File: src/rtl/add_tree_checker_dly.sv
// LATENCY-deep delay line for the expected tree result.
// Ports:
//   clk, rst_n           : clock, async active-low clear of every stage
//   in_valid/idx/exp     : entry pushed at each clock edge
//   out_valid/idx/exp    : entry pushed LATENCY edges earlier
module add_tree_checker_dly #(
   parameter int W       = 4,
   parameter int CNT_W   = 8,
   parameter int LATENCY = 3
) (
   input  logic             clk,
   input  logic             rst_n,
   input  logic             in_valid,
   input  logic [CNT_W-1:0] in_idx,
   input  logic [W-1:0]     in_exp,
   output logic             out_valid,
   output logic [CNT_W-1:0] out_idx,
   output logic [W-1:0]     out_exp
);

   logic             vld_q [LATENCY];
   logic [CNT_W-1:0] idx_q [LATENCY];
   logic [W-1:0]     exp_q [LATENCY];

   always_ff @(posedge clk or negedge rst_n) begin
      if (!rst_n) begin
         for (int s = 0; s < LATENCY; s++) begin
            vld_q[s] <= 1'b0;
            idx_q[s] <= '0;
            exp_q[s] <= '0;
         end
      end else begin
         for (int s = LATENCY - 1; s > 0; s--) begin
            vld_q[s] <= vld_q[s-1];
            idx_q[s] <= idx_q[s-1];
            exp_q[s] <= exp_q[s-1];
         end
         vld_q[0] <= in_valid;
         idx_q[0] <= in_idx;
         exp_q[0] <= in_exp;
      end
   end

   assign out_valid = vld_q[LATENCY-1];
   assign out_idx   = idx_q[LATENCY-1];
   assign out_exp   = exp_q[LATENCY-1];

endmodule

File: config.mk
export PLATFORM = sky130hd
export DESIGN_NAME = add_tree_checker_dly
export DESIGN_NICKNAME = d
export VERILOG_FILES = /design/src/rtl/add_tree_checker_dly.sv
export SDC_FILE = /design/constraint.sdc
export NUM_CORES = 1
export LEC_CHECK = 0
export CELL_PAD_IN_SITES_DETAIL_PLACEMENT = 0
export CELL_PAD_IN_SITES_GLOBAL_PLACEMENT = 2
export CORE_MARGIN = 3
export CORE_UTILIZATION = 33
export DETAILED_ROUTE_END_ITERATION = 10
export PLACE_DENSITY = 0.72
export SLEW_MARGIN = 10
export SYNTH_ARGS = -nofsm -noshare
export SYNTH_HDL_FRONTEND = slang
export SYNTH_SLANG_ARGS = --single-unit
File: constraint.sdc
create_clock -name clk -period 0.8 [get_ports clk]
set_input_delay 0.08 -clock clk [delete_from_list [all_inputs] [get_ports clk]]
set_output_delay 0.08 -clock clk [all_outputs]
set_load 0.01 [all_outputs]
==> summary.md, run 1 <==
| Metric | Value |
|---|---|
| Antenna-violating nets left | `0` |
| Die Y | `about 63 um` |
| Post-synthesis net count | `66` |
| Via/cell ratio | `~3.6` |
| Top delay family on crit path | `flip-flops` |
| Max Buffers Root-to-Sink | `2` |
| All-Layer GR Usage | `between 7 and 8%` |
| Power Density | `2410 mW/mm^2` |
| Commonest cells after routing, fill and taps aside | `39 x dfrtp_1, 13 x clkdlybuf4s50_1, 12 x buf_2` |
| Crit-path slowest cell | `dfrtp_1` |
| P_leak | `around 0.61 nW` |
| Final Instance Area | `0.00133 mm^2` |
| Outcome | `finished with violations` |
| Ant. Diodes | `0` |
| Reg-to-reg endpoint | `idx_q[8]` |
| Critical path required time | `720 ps` |
| Post-synthesis sequential area ratio | `91.5%` |
| Reg2reg setup slack | `300 ps` |
| Clk pin slew, worst setup/hold paths | `100 ps` |
| Worst-Skew Late Latency | `between 300 and 400 ps` |
| Pin count of the biggest net entering global routing | `40` |
| Worst Path Max Fanout | `1` |
| Fmax achieved | `1090 MHz` |
| Mean post-synth cell area | `about 21 um^2` |
| DRT Wirelength | `between 1000 and 1500 um` |
| WHS Endpoint | `idx_q[23]` |
| Core Area | `0.00292 mm^2` |
| Critical Path Stages | `1` |
| Vias in the first global route | `447` |
| Synth-to-Final Area Change | `24.5%` |
| Area of the multi-input gates | `0 um^2` |
| Worst Setup End Kind | `output pin` |
| Total CTS buffers | `5` |
| RSZ-0062 raised after global routing | `yes` |
| # Post-CTS Setup Buffers | `0` |
| RR Startpoint | `idx_q[16]` |
| Initial Utilization | `36.5%` |
| IO buf count | `27` |
| Wire length per cell | `9.78 um` |
| Total power | `3.20 mW` |
| Layout Nets | `90` |
| Worst R2R Path Depth | `0` |
| Hold_ws | `183 ps` |
| Clock Root Buffer | `clkbuf_4` |
| Seq cells post-synth | `39` |
| Slew headroom | `86.9%` |
| FP Rows | `19` |
| Cells after Synth | `51` |
| Total grt overflow | `0` |
| Worst IR Drop VDD | `between 1 and 1.5 mV` |
| Critical path class | `register to output pin` |
| DR pass1 iterations | `2` |
| Synthesized cell area | `0.00107 mm^2` |
| IO Pins | `28` |
| Drc violations | `0` |
| Post-route minimum period | `between 900 and 1000 ps` |
| CTS tree | `yes` |
| Dominant cell type by area after synthesis | `dfrtp_1` |
| Die Width | `62.8 um` |
| Violations in the final reports | `setup timing` |
| Most common cell after layout, fill and taps aside | `dfrtp_1` |
| First-pass GRT wire length | `2100 um` |
| Critical hold path startpoint | `in_idx[7]` |
| Yosys synthesis warning count | `0` |
| Final setup viols | `13` |
| Largest cells by area after synthesis | `dfrtp_1 92%, buf_4 8.5%` |
| Worst hold path depth | `1` |
| Vias | `426` |
| Worst Skew | `6.39 ps` |
| Ratio of cells with drive above 1 in the final layout | `roughly 29%` |
| Dpl ws | `-127 ps` |
| Initial DRC Count | `2` |
| Die ar. | `0.00395 mm^2` |
| Startpoint types | `register` |
| Period utilization | `114%` |
| Arr. time, crit path | `830 ps` |
| #MultiIn Comb | `0` |
| Worst slew pin tran | `196 ps` |
| Placer congestion estimate | `0.675` |
| CTS H-Tree Depth | `2` |
| Final worst slack | `-114 ps` |
| Worst Hold Class | `primary input to register` |
| Final Hold Viols | `0` |
| Synth cell types | `2` |
| Initial antenna violation count | `0` |
| Area post-placement | `0.00131 mm^2` |
| CP peak stage delay | `380 ps` |
| Synth top area share | `91.5%` |
| Max-slew violations | `0` |
| Number of buffers and inverters on the critical path | `1` |
| Critical path, cell by cell | `buf_2` |
| CTS Sinks | `39` |
| Maxcap violations | `0` |
cell families (layout without fill, tap and decap cells):
group                  Yosys count  count (layout)  synth area share [%]
flip-flops                      39              39                  91.5
buffers and inverters           12              36                  8.45
per-layer routing:
metal  share of wire [%]  vias up  global-route usage (%)
met5                   0        -                       0
met4                 1.2        0                    4.13
li1                    -      189                       -
met2                  52       21                    11.9
met3                  12        2                    6.47
met1                  35      214                    6.75
metrics by stage:
stage	util, %	setup TNS, ps	std cells
2_1_floorplan	-	0	51
3_3_place_gp	44.9	-1400	109
3_5_place_dp	44.9	-1430	109
4_1_cts	45.0	-1610	117
5_1_grt	45.4	-2230	117
6_report	45.4	-1280	117
registers in the layout, indices dropped and copies added, names as in the netlist:
signal and cells:
out_exp 4, exp_q 8, out_idx 8, vld_q 2, idx_q 16, out_valid 1
how the worst max path moves through the flow:
| stage | slack [ps] | startpoint | to |
|---|---|---|---|
| global placement | -130 | out_valid | out_valid |
| finish | -110 | out_idx[4] | out_idx[4] |
| floorplan | 250 | out_exp[0] | out_exp[0] |
| detailed placement | -130 | out_valid | out_valid |
| global route | -210 | out_idx[4] | out_idx[4] |
| CTS | -140 | out_idx[4] | out_idx[4] |
synth_stat cells:
library cell	n
dfrtp_1	39
buf_4	12
cell type report:
type | instances | area, um^2
fillers | 266 | 1600
well taps | 42 | 52.6
clock buffers | 6 | 51.3
repair buffers | 29 | 243
flip-flops and latches | 39 | 976
clock inverters | 1 | 5.00
report_power, final:
| part | internal, mW | switching [mW] | total [mW] |
|---|---|---|---|
| combinational | 0.0980 | 0.0738 | 0.172 |
| sequential | 2.07 | 0.0218 | 2.09 |
| clock | 0.407 | 0.534 | 0.942 |
repair_timing:
item / 4_1_cts / 5_1_grt
setup endpoints to repair: 13 / 13
gates cloned: 0 / 0
hold buffers: 1 / 0
gates resized for setup: 52 / 2
hold endpoints to repair: 39 / 0
Note: power is estimated with default switching activity, not from simulation.
==> inputs of run 2 (changes only) <==
--- a/config.mk
+++ b/config.mk
@@ -5,6 +5,7 @@
 export SDC_FILE = /design/constraint.sdc
 export NUM_CORES = 1
 export LEC_CHECK = 0
+export ABC_AREA = 1
 export CELL_PAD_IN_SITES_DETAIL_PLACEMENT = 0
 export CELL_PAD_IN_SITES_GLOBAL_PLACEMENT = 2
 export CORE_MARGIN = 3
==> results of run 2 <==
The final DEF is identical to that of run 1; final timing and power are the same.
